--- src/rtl/ltssm_substate_sequencer_if.sv ---
// Purpose : handshake bundle between the LTSSM sequencer and the master RX/TX sub-LTSSMs.
// Latency : none (wires only).
// Backpressure: none; finish pulses are single-cycle and the sequencer latches them.
// Signals : trainEnable, rxFinish/rxExitTo, txFinish/txExitTo, recoveryReq (toward sequencer);
//           substate, substateStrobe, linkUp, linkFailed, watchdogPulse, mismatchPulse,
//           failCount (from sequencer).
interface ltssm_substate_sequencer_if;
    logic       trainEnable;
    logic       rxFinish;
    logic [4:0] rxExitTo;
    logic       txFinish;
    logic [4:0] txExitTo;
    logic       recoveryReq;
    logic [4:0] substate;
    logic       substateStrobe;
    logic       linkUp;
    logic       linkFailed;
    logic       watchdogPulse;
    logic       mismatchPulse;
    logic [2:0] failCount;

    // Sequencer side.
    modport master (
        input  trainEnable, rxFinish, rxExitTo, txFinish, txExitTo, recoveryReq,
        output substate, substateStrobe, linkUp, linkFailed, watchdogPulse,
               mismatchPulse, failCount
    );

    // Sub-LTSSM / link-control side.
    modport slave (
        output trainEnable, rxFinish, rxExitTo, txFinish, txExitTo, recoveryReq,
        input  substate, substateStrobe, linkUp, linkFailed, watchdogPulse,
               mismatchPulse, failCount
    );
endinterface

--- src/rtl/ltssm_substate_sequencer.sv ---
// Purpose : top-level LTSSM sequencer; issues a substate request, waits for RX and TX
//           sub-LTSSM finish, reconciles their exit substates, bounds a stuck handshake
//           with a watchdog and tracks consecutive training failures.
// Latency : finish of the second side -> new substate 2 cycles -> next strobe 3 cycles.
// Backpressure: none; the sequencer simply waits in WAIT until both sides finish,
//           the watchdog fires (outside L0) or recovery is requested (in L0).
// Ports   : clk, reset (async active-low), lnk (master modport of the sequencer interface).
module ltssm_substate_sequencer #(
    parameter int WATCHDOG_CYCLES = 200000,
    parameter int MAX_RETRIES     = 4,
    parameter int CNT_W           = 18
) (
    input  logic                          clk,
    input  logic                          reset,
    ltssm_substate_sequencer_if.master    lnk
);

    typedef enum logic [2:0] {
        S_IDLE    = 3'd0,
        S_ISSUE   = 3'd1,
        S_WAIT    = 3'd2,
        S_ADVANCE = 3'd3,
        S_HALT    = 3'd4
    } state_t;

    localparam logic [4:0]       SUB_DETECT_QUIET = 5'd0;
    localparam logic [4:0]       SUB_L0           = 5'd10;
    localparam logic [4:0]       SUB_RCV_LOCK     = 5'd11;
    localparam logic [CNT_W-1:0] WD_LAST          = CNT_W'(WATCHDOG_CYCLES - 1);
    localparam logic [2:0]       FAIL_LIMIT       = 3'(MAX_RETRIES);

    state_t           state, state_n;
    logic [4:0]       substate_q, substate_n;
    logic             strobe_q, strobe_n;
    logic             link_up_q, link_up_n;
    logic             link_failed_q, link_failed_n;
    logic             wd_pulse_q, wd_pulse_n;
    logic             mm_pulse_q, mm_pulse_n;
    logic [2:0]       fail_q, fail_n;
    logic             rx_done, rx_done_n;
    logic             tx_done, tx_done_n;
    logic [4:0]       rx_exit, rx_exit_n;
    logic [4:0]       tx_exit, tx_exit_n;
    logic [CNT_W-1:0] wd_cnt, wd_cnt_n;
    logic             go_adv;
    logic [4:0]       next_sub;

    always_ff @(posedge clk or negedge reset) begin
        if (!reset) begin
            state         <= S_IDLE;
            substate_q    <= SUB_DETECT_QUIET;
            strobe_q      <= 1'b0;
            link_up_q     <= 1'b0;
            link_failed_q <= 1'b0;
            wd_pulse_q    <= 1'b0;
            mm_pulse_q    <= 1'b0;
            fail_q        <= 3'd0;
            rx_done       <= 1'b0;
            tx_done       <= 1'b0;
            rx_exit       <= 5'd0;
            tx_exit       <= 5'd0;
            wd_cnt        <= '0;
        end else begin
            state         <= state_n;
            substate_q    <= substate_n;
            strobe_q      <= strobe_n;
            link_up_q     <= link_up_n;
            link_failed_q <= link_failed_n;
            wd_pulse_q    <= wd_pulse_n;
            mm_pulse_q    <= mm_pulse_n;
            fail_q        <= fail_n;
            rx_done       <= rx_done_n;
            tx_done       <= tx_done_n;
            rx_exit       <= rx_exit_n;
            tx_exit       <= tx_exit_n;
            wd_cnt        <= wd_cnt_n;
        end
    end

    // All outputs are registered: the next-state logic computes the value each output
    // takes in the state being entered, so strobe/pulses are glitch-free and reset to 0.
    always_comb begin
        state_n       = state;
        substate_n    = substate_q;
        strobe_n      = 1'b0;
        link_up_n     = link_up_q;
        link_failed_n = link_failed_q;
        wd_pulse_n    = 1'b0;
        mm_pulse_n    = 1'b0;
        fail_n        = fail_q;
        rx_done_n     = rx_done;
        tx_done_n     = tx_done;
        rx_exit_n     = rx_exit;
        tx_exit_n     = tx_exit;
        wd_cnt_n      = wd_cnt;
        go_adv        = 1'b0;
        next_sub      = SUB_DETECT_QUIET;

        case (state)
            S_IDLE: begin
                if (lnk.trainEnable) begin
                    state_n  = S_ISSUE;
                    strobe_n = 1'b1;
                end
            end

            S_ISSUE: begin
                if (!lnk.trainEnable) begin
                    state_n    = S_IDLE;
                    substate_n = SUB_DETECT_QUIET;
                    link_up_n  = 1'b0;
                    rx_done_n  = 1'b0;
                    tx_done_n  = 1'b0;
                end else begin
                    state_n   = S_WAIT;
                    rx_done_n = 1'b0;
                    tx_done_n = 1'b0;
                    wd_cnt_n  = '0;
                end
            end

            S_WAIT: begin
                if (!lnk.trainEnable) begin
                    state_n    = S_IDLE;
                    substate_n = SUB_DETECT_QUIET;
                    link_up_n  = 1'b0;
                    rx_done_n  = 1'b0;
                    tx_done_n  = 1'b0;
                end else begin
                    // First finish per side wins; later pulses are dropped.
                    if (lnk.rxFinish && !rx_done) begin
                        rx_done_n = 1'b1;
                        rx_exit_n = lnk.rxExitTo;
                    end
                    if (lnk.txFinish && !tx_done) begin
                        tx_done_n = 1'b1;
                        tx_exit_n = lnk.txExitTo;
                    end

                    // Priority: recovery (L0 only) > resolve > watchdog (outside L0).
                    if (substate_q == SUB_L0 && lnk.recoveryReq) begin
                        go_adv   = 1'b1;
                        next_sub = SUB_RCV_LOCK;
                    end else if (rx_done && tx_done) begin
                        go_adv = 1'b1;
                        if (rx_exit == tx_exit) begin
                            next_sub = rx_exit;
                        end else begin
                            next_sub   = SUB_DETECT_QUIET;
                            mm_pulse_n = 1'b1;
                        end
                    end else if (substate_q != SUB_L0) begin
                        if (wd_cnt == WD_LAST) begin
                            go_adv     = 1'b1;
                            next_sub   = SUB_DETECT_QUIET;
                            wd_pulse_n = 1'b1;
                        end else begin
                            wd_cnt_n = wd_cnt + 1'b1;
                        end
                    end

                    if (go_adv) begin
                        state_n    = S_ADVANCE;
                        substate_n = next_sub;
                        link_up_n  = (next_sub == SUB_L0);
                        // Only a fall back to detectQuiet from elsewhere counts as a failure.
                        if (next_sub == SUB_DETECT_QUIET && substate_q != SUB_DETECT_QUIET) begin
                            fail_n = (fail_q == 3'd7) ? 3'd7 : fail_q + 3'd1;
                        end else if (next_sub == SUB_L0) begin
                            fail_n = 3'd0;
                        end
                    end
                end
            end

            S_ADVANCE: begin
                if (fail_q >= FAIL_LIMIT) begin
                    state_n       = S_HALT;
                    link_failed_n = 1'b1;
                    substate_n    = SUB_DETECT_QUIET;
                    link_up_n     = 1'b0;
                end else if (lnk.trainEnable) begin
                    state_n  = S_ISSUE;
                    strobe_n = 1'b1;
                end else begin
                    state_n = S_IDLE;
                end
            end

            S_HALT: begin
                // Sticky until software drops trainEnable.
                if (!lnk.trainEnable) begin
                    state_n       = S_IDLE;
                    fail_n        = 3'd0;
                    link_failed_n = 1'b0;
                end
            end

            default: begin
                state_n = S_IDLE;
            end
        endcase
    end

    assign lnk.substate       = substate_q;
    assign lnk.substateStrobe = strobe_q;
    assign lnk.linkUp         = link_up_q;
    assign lnk.linkFailed     = link_failed_q;
    assign lnk.watchdogPulse  = wd_pulse_q;
    assign lnk.mismatchPulse  = mm_pulse_q;
    assign lnk.failCount      = fail_q;

endmodule

--- src/flat_wrapper.sv ---
// flat-port wrapper written by rule: the top's interface ports become plain ports
module ltssm_substate_sequencer_flat 
#(
    parameter int WATCHDOG_CYCLES = 200000,
    parameter int MAX_RETRIES     = 4,
    parameter int CNT_W           = 18
)
  (clk, reset, lnk_trainEnable, lnk_rxFinish, lnk_rxExitTo, lnk_txFinish, lnk_txExitTo, lnk_recoveryReq, lnk_substate, lnk_substateStrobe, lnk_linkUp, lnk_linkFailed, lnk_watchdogPulse, lnk_mismatchPulse, lnk_failCount);
  ltssm_substate_sequencer_if lnk_i ();
  input  logic clk;
  input  logic reset;
  input wire logic [$bits(lnk_i.trainEnable)-1:0] lnk_trainEnable;
  input wire logic [$bits(lnk_i.rxFinish)-1:0] lnk_rxFinish;
  input wire logic [$bits(lnk_i.rxExitTo)-1:0] lnk_rxExitTo;
  input wire logic [$bits(lnk_i.txFinish)-1:0] lnk_txFinish;
  input wire logic [$bits(lnk_i.txExitTo)-1:0] lnk_txExitTo;
  input wire logic [$bits(lnk_i.recoveryReq)-1:0] lnk_recoveryReq;
  output wire logic [$bits(lnk_i.substate)-1:0] lnk_substate;
  output wire logic [$bits(lnk_i.substateStrobe)-1:0] lnk_substateStrobe;
  output wire logic [$bits(lnk_i.linkUp)-1:0] lnk_linkUp;
  output wire logic [$bits(lnk_i.linkFailed)-1:0] lnk_linkFailed;
  output wire logic [$bits(lnk_i.watchdogPulse)-1:0] lnk_watchdogPulse;
  output wire logic [$bits(lnk_i.mismatchPulse)-1:0] lnk_mismatchPulse;
  output wire logic [$bits(lnk_i.failCount)-1:0] lnk_failCount;
  assign lnk_i.trainEnable = lnk_trainEnable;
  assign lnk_i.rxFinish = lnk_rxFinish;
  assign lnk_i.rxExitTo = lnk_rxExitTo;
  assign lnk_i.txFinish = lnk_txFinish;
  assign lnk_i.txExitTo = lnk_txExitTo;
  assign lnk_i.recoveryReq = lnk_recoveryReq;
  assign lnk_substate = lnk_i.substate;
  assign lnk_substateStrobe = lnk_i.substateStrobe;
  assign lnk_linkUp = lnk_i.linkUp;
  assign lnk_linkFailed = lnk_i.linkFailed;
  assign lnk_watchdogPulse = lnk_i.watchdogPulse;
  assign lnk_mismatchPulse = lnk_i.mismatchPulse;
  assign lnk_failCount = lnk_i.failCount;
  ltssm_substate_sequencer #(.WATCHDOG_CYCLES(WATCHDOG_CYCLES), .MAX_RETRIES(MAX_RETRIES), .CNT_W(CNT_W)) u_core (.clk(clk), .reset(reset), .lnk(lnk_i));
endmodule
--- config.mk ---
export PLATFORM = sky130hd
export DESIGN_NAME = ltssm_substate_sequencer_flat
export DESIGN_NICKNAME = d
export VERILOG_FILES = /design/src/rtl/ltssm_substate_sequencer_if.sv /design/src/rtl/ltssm_substate_sequencer.sv /design/src/flat_wrapper.sv
export SDC_FILE = /design/constraint.sdc
export NUM_CORES = 1
export LEC_CHECK = 0
export CORE_MARGIN = 3
export CORE_UTILIZATION = 52
export CTS_BUF_LIST = sky130_fd_sc_hd__clkbuf_8
export CTS_CLUSTER_DIAMETER = 30
export CTS_CLUSTER_SIZE = 16
export DETAILED_ROUTE_END_ITERATION = 8
export PLACE_DENSITY = 0.78
export SYNTH_ARGS = -nofsm -noshare
export SYNTH_HDL_FRONTEND = slang
export SYNTH_SLANG_ARGS = --single-unit
--- constraint.sdc ---
create_clock -name clk -period 2.3 [get_ports clk]
set_clock_uncertainty 0.2 [all_clocks]
set_input_delay 0.69 -clock clk [delete_from_list [all_inputs] [get_ports clk]]
set_output_delay 0.69 -clock clk [all_outputs]
set_load 0.02 [all_outputs]
**Word-level counts from Yosys, hierarchy flattened**

Cells that the tools add are included.

- Bits in registers: 46
- Bits of input ports: 16
- Output and inout port bits: 13
- Word-level logic and storage cells: 126

- $add $sub $neg: 2
- Order comparisons: 1
- Eq/ne operators: 25
- Mux-type cells: 62
- Reductions and logical operators: 23

Operators by type and width:

| operator | count |
|---|---|
| 18-bit two-way mux | 6 |
| 5-bit two-way mux | 9 |
| 18-bit one-hot mux with 2 select lines | 1 |
| 3-bit two-way mux | 10 |
| 1-bit two-way mux | 27 |
| 18-bit by 1-bit adder with 18-bit output (second input constant) | 1 |
| 18-bit equality test (second input constant) | 1 |
| 2-bit != test (second input constant) | 8 |
| 3-bit one-hot mux with 5 select lines | 1 |
| 5-bit one-hot mux with 3 select lines | 1 |
| 3-bit AND reduction | 4 |
| 5-bit by 4-bit equality test with 1-bit output (second input constant) | 2 |
| 3-bit by 2-bit != test with 1-bit output (second input constant) | 3 |
| 1-bit one-hot mux with 2 select lines | 4 |
| 7-bit AND reduction | 1 |
| 3-bit by 2-bit equality test with 1-bit output (second input constant) | 2 |
| 3-bit equality test (second input constant) | 2 |
| 2-bit by 1-bit != test with 1-bit output (second input constant) | 3 |
| 3-bit one-hot mux with 2 select lines | 1 |
| 2-bit nonzero test | 3 |
| 5-bit equality test | 1 |
| 1-bit logical AND | 5 |
| 5-bit zero test | 1 |
| 5-bit by 4-bit != test with 1-bit output (second input constant) | 1 |
| 13 further kinds | 15 |

**Logic depth before layout (Yosys ltp)**

- Word-level depth: 12
- Gate-level depth with buffers: 8
- Mapped depth without buffers: 6

**Worst setup path before layout**

OpenSTA, ideal clock, no wires.

- Kind: reg-to-reg
- From: reg u_core.substate_q[4], in the netlist u_core.lnk.substate[4]
- To: reg u_core.substate_q[2], in the netlist u_core.lnk.substate[2]
- Data arrival time: 2.022 ns
- Data required time: 1.978 ns
- Path slack: -0.044 ns
- Cell stages (with the launch flop): 8
- Path buffers: 2
- Clock period less this slack: 2.344 ns
- Cells stage by stage: dfrtp_1 -> or4b_1 -> clkbuf_1 -> o211ai_1 -> a21oi_1 -> or3_1 -> buf_2 -> a32o_1

- Longest elaborated chain between the ends: 8

Ends and longest elaborated chain:

| element | RTL line | source |
|---|---|---|
| start, declared | ltssm_substate_sequencer.sv:33 | `logic [4:0] substate_q, substate_n;` |
| start signal, assigned | ltssm_substate_sequencer.sv:65 | `substate_q <= substate_n;` |
| 5-bit by 4-bit != test with 1-bit output or 5-bit by 4-bit equality test with 1-bit output (tied branches) | ltssm_substate_sequencer.sv:152, ltssm_substate_sequencer.sv:141 |  |
| 1-bit two-way mux or 1-bit logical AND (tied branches) | ltssm_substate_sequencer.sv:152, ltssm_substate_sequencer.sv:141 |  |
| 1-bit two-way mux or 5-bit two-way mux (tied branches) | ltssm_substate_sequencer.sv:144, ltssm_substate_sequencer.sv:141 |  |
| 1-bit two-way mux or 5-bit two-way mux (tied branches) | ltssm_substate_sequencer.sv:141, ltssm_substate_sequencer.sv:123 |  |
| 1-bit two-way mux or 5-bit two-way mux (tied branches) | ltssm_substate_sequencer.sv:123, ltssm_substate_sequencer.sv:99 |  |
| 1-bit two-way mux or 5-bit two-way mux (tied branches) | ltssm_substate_sequencer.sv:99, ltssm_substate_sequencer.sv:162 |  |
| 3-bit by 2-bit != test with 1-bit output (no source line) or 5-bit two-way mux (tied branches) | - |  |
| 4-bit AND reduction (no source line) or 5-bit one-hot mux with 3 select lines (tied branches) | - |  |

Several ways; a longest one is shown, not always the timed one. The select of a mux whose other input is x is not followed.
A chain may end at the register's enable or synchronous reset.

**Final worst setup path**

- From: reg u_core.wd_cnt[9]
- To: reg u_core.substate_q[4], in the netlist u_core.lnk.substate[4]

- Longest elaborated chain between the ends: 9

Ends and longest elaborated chain:

| element | RTL line | source |
|---|---|---|
| start, declared | ltssm_substate_sequencer.sv:44 | `logic [CNT_W-1:0] wd_cnt, wd_cnt_n;` |
| start signal, assigned | ltssm_substate_sequencer.sv:76 | `wd_cnt <= wd_cnt_n;` |
| 18-bit equality test | ltssm_substate_sequencer.sv:153 | `if (wd_cnt == WD_LAST) begin` |
| 1-bit two-way mux | ltssm_substate_sequencer.sv:153 |  |
| 1-bit two-way mux | ltssm_substate_sequencer.sv:152 | `end else if (substate_q != SUB_L0) begin` |
| 1-bit two-way mux | ltssm_substate_sequencer.sv:144 | `end else if (rx_done && tx_done) begin` |
| 1-bit two-way mux | ltssm_substate_sequencer.sv:141 | `if (substate_q == SUB_L0 && lnk.recoveryReq) begin` |
| 1-bit two-way mux | ltssm_substate_sequencer.sv:123 | `if (!lnk.trainEnable) begin` |
| 1-bit two-way mux | ltssm_substate_sequencer.sv:99 | `case (state)` |
| 3-bit by 2-bit != test with 1-bit output (no source line) | - |  |
| 4-bit AND reduction (no source line) | - |  |

Every way passes these cells. The select of a mux whose other input is x is not followed.

==> flow_metrics.py <==
metrics = {
    "route": {
        "initialDrtViolationCount": 293,
        "num_vias": 2487,
        "drc": 0,
        "first_pass_iters": 5,
        "vias_per_cell": 6.296,
        "drtAntennaViolNets": 0,
        "drt-total-wl_um": 6986,
        "wl_per_cell_um": 17.69,
    },
    "floorplanning": {
        "fp-row-count": 24,
        "ios": 29,
        "die-area_um2": 5691,
        "core_um2": 4504,
        "die_w_um": 75.44,
        "start_util_pct": 55.67,
        "die_y_um": 75.44,
    },
    "timing": {
        "maxSlewHeadroom_pct": 52.98,
        "fin_ws_ns": -0.02696,
        "period_needed_ns": 2.327,
        "maxSlewViolCount": 0,
        "rsz0062_at_grt": "true",
        "finalCritPeriodShare_pct": 101.2,
        "worstMarginPinSlew_ns": 0.6999,
        "finalSetupViolations": 3,
        "fmax_mhz": 429.7,
        "hold_viol_final": 0,
    },
    "yosys": {
        "synthArstFlopShare_pct": 100.0,
        "synth_top_area_cell": "dfrtp_1",
        "ys_types": 49,
        "yosys_warnings": 0,
        "ys_top_cells_by_area": "dfrtp_1 46%, mux2_2 4.5%, o211ai_1 3.9%",
        "yosysTopAreaCellShare_pct": 45.91,
        "synthCells": 253,
        "ys.flop_type": "dfrtp_1",
        "yosysSeqAreaShare_pct": 45.91,
        "syn_area_um2": 2507,
        "syn_nets": 272,
        "syn_avg_cell_area_um2": 9.911,
        "synth_edf_count": 0,
        "ys_ff_latch": 46,
    },
    "power": {
        "clkPwrFrac_pct": 28.8,
        "power_frac_seq_pct": 45.8,
        "p_sw_uw": 619.2,
        "comb_power_share_pct": 25.4,
        "switching_share_pct": 29.08,
        "ir_worst_vdd_v": 0.0006234,
        "p_leak_nw": 1.656,
        "p_int_mw": 1.510,
        "power.density_nw_per_um2": 594.2,
    },
    "clocking": {
        "postCtsHoldBufs": 0,
        "clkTransAtPathRegs_ns": 0.09,
        "htreeDepth": 2,
        "cts_root_buf": "clkbuf_8",
        "clk_path_buf_depth": 2,
        "numCtsBuffers": 5,
        "cts.sinks": 46,
        "cts_tree": "done",
        "clock_latency_ns": 0.30,
    },
    "worst_setup_path": {
        "cp_max_fo": 6,
        "arrival_ns": 2.32,
        "slowest_stage": "or4b_4",
        "path_delay_family": "simple AND/OR/NAND/NOR gates",
        "cp.buffers_inverters": 1,
        "slowest_delay_ns": 0.54,
        "required_ns": 2.30,
        "critPathLaunchType": "register",
        "path_class": "register to register",
        "reg2reg_slack_ns": -0.03,
        "r2r_cells": 6,
        "rr_endpoint": "u_core.lnk.substate[4]",
        "cp-end-kind": "register",
        "rr_startpoint": "u_core.wd_cnt[9]",
        "crit_chain": "or4b_4 -> buf_4 -> nor3_4 -> a21oi_2 -> or3_4 -> a32o_1",
    },
    "finish": {
        "area_growth_pct": 42.91,
        "diodes": 0,
        "drive_gt1_share_pct": 33.53,
        "design_area_um2": 3583,
        "fin_nets": 361,
        "final_util_pct": 79.56,
    },
    "hold_path": {
        "min_path_type": "primary input to asynchronous set/reset pin",
    },
    "placement": {
        "place_area_um2": 3208,
        "io_buffers": 28,
        "place_ws_ns": -0.4941,
        "dp_hpwl_um": 4437,
        "place_congestion": 0.9220,
    },
    "grt": {
        "grt_pass1_wl_um": 10660,
        "grt_max_degree": 47,
        "antenna_found_initial": 0,
        "grt_pass1_vias": 2281,
        "grt_usage_pct": 24.45,
        "overflow": 0,
    },
    "run_status": {
        "failed_checks": "setup timing",
        "status": "complete, but fails checks",
    },
    "flow_run": {
        "maxCapViolations": 0,
    },
}
## layout by cell type, fill, tap and decap left out, types with 3 or more instances in the layout
cell type | Yosys | layout
o21ai_0 | 10 | 7
dfrtp_1 | 46 | 44
inv_1 | 10 | 10
and2_1 | 5 | 4
buf_6 | 2 | 7
or4_1 | 10 | 9
or4b_4 | 0 | 3
o21ai_4 | 1 | 5
a21oi_2 | 0 | 4
dlymetal6s2s_1 | 0 | 5
mux2_2 | 10 | 10
clkdlybuf4s50_1 | 0 | 21
nand4_1 | 3 | 3
xor2_1 | 9 | 9
nor4_1 | 4 | 3
ha_1 | 3 | 3
nand3_1 | 11 | 10
and3_1 | 4 | 4
a21oi_1 | 13 | 9
nor2_1 | 16 | 16
buf_4 | 0 | 55
or3_1 | 5 | 4
nand2b_1 | 6 | 6
o211ai_1 | 13 | 13
clkbuf_8 | 0 | 5
nand2_1 | 19 | 19
a211oi_1 | 4 | 3
## kinds of logic after synthesis
family          Yosys count  synth area share (%)
compound gates           64                 18.36
xor+xnor                  9                 3.144
fa+ha+maj                 3                 1.497
buf+inv                  20                 3.693
flops                    46                 45.91
mux                      10                 4.491
simple gates            101                 22.90
## state kept, by name, summed over array words and instances (netlist names)
name / count
u_core.wd_cnt: 18
u_core.lnk.substate: 5
u_core.rx_exit: 5
u_core.tx_exit: 5
u_core.lnk.failCount: 3
u_core.state: 3
u_core.lnk.linkFailed: 1
u_core.lnk.linkUp: 1
u_core.lnk.mismatchPulse: 1
u_core.lnk.substateStrobe: 1
u_core.lnk.watchdogPulse: 1
u_core.rx_done: 1
u_core.tx_done: 1
## metrics by stage
step | TNS, ns | hold WS, ns | power [mW] | cells
final | -0.06705 | 0.2607 | 2.129 | 395
after global routing | -0.9011 | 0.3182 | 2.241 | 395
after CTS | 0 | 0.2899 | 2.112 | 390
after detailed placement | -10.41 | 0.2848 | 1.489 | 378
after global placement | -9.015 | 0.2852 | 1.463 | 378
after floorplan | 0 | 0.1944 | 1.248 | 253
## worst max-delay path by stage
stage / startpoint / slack (ns) / depth (start not counted) / end
finish: u_core.wd_cnt[9] / -0.03 / 6 / u_core.lnk.substate[4]
global route: u_core.wd_cnt[9] / -0.09 / 6 / u_core.lnk.substate[4]
CTS: u_core.tx_exit[0] / 0.001 / 5 / u_core.lnk.failCount[1]
detailed placement: lnk_trainEnable / -0.49 / 6 / u_core.wd_cnt[11]
global placement: lnk_trainEnable / -0.43 / 6 / u_core.wd_cnt[11]
floorplan: u_core.wd_cnt[7] / 0.006 / 6 / u_core.wd_cnt[8]
## layout make-up
class | instances | area (um^2)
multi-input cells | 189 | 1435
flip-flops and latches | 46 | 1154
fillers | 273 | 920.9
repair buffers | 90 | 778.2
clock buffers | 5 | 68.82
well taps | 52 | 65.06
clock inverters | 3 | 45.04
inverters | 10 | 37.54
## synth_stat cells (6+ instances only)
cell type   n
dfrtp_1    46
nand2_1    19
nor2_1     16
a21oi_1    13
o211ai_1   13
nand3_1    11
inv_1      10
mux2_2     10
o21ai_0    10
or4_1      10
xor2_1      9
nand2b_1    6
## what timing repair did
item                                    CTS  global route
resized for setup                        12            33
buffers inserted                          2             5
cloned                                    2             0
endpoints found under the setup margin   23            29
pin swaps                                 7             2
## power groups by stage
stage	registers (mW)	clock network [mW]	logic, mW
after CTS	0.976	0.624	0.512
after detailed placement	0.992	0	0.497
after global placement	0.985	0	0.478
after floorplan	0.990	0	0.258
after global routing	0.989	0.646	0.606
final	0.976	0.612	0.541
## layer usage
layer	vias up	track usage, %	share of wire [%]
li1	1133	-	-
met1	1213	33.95	43
met2	119	40.65	49
met3	22	3.034	6.5
met4	0	6.408	1.8
met5	-	0	0
(Power assumes the default switching activity.)
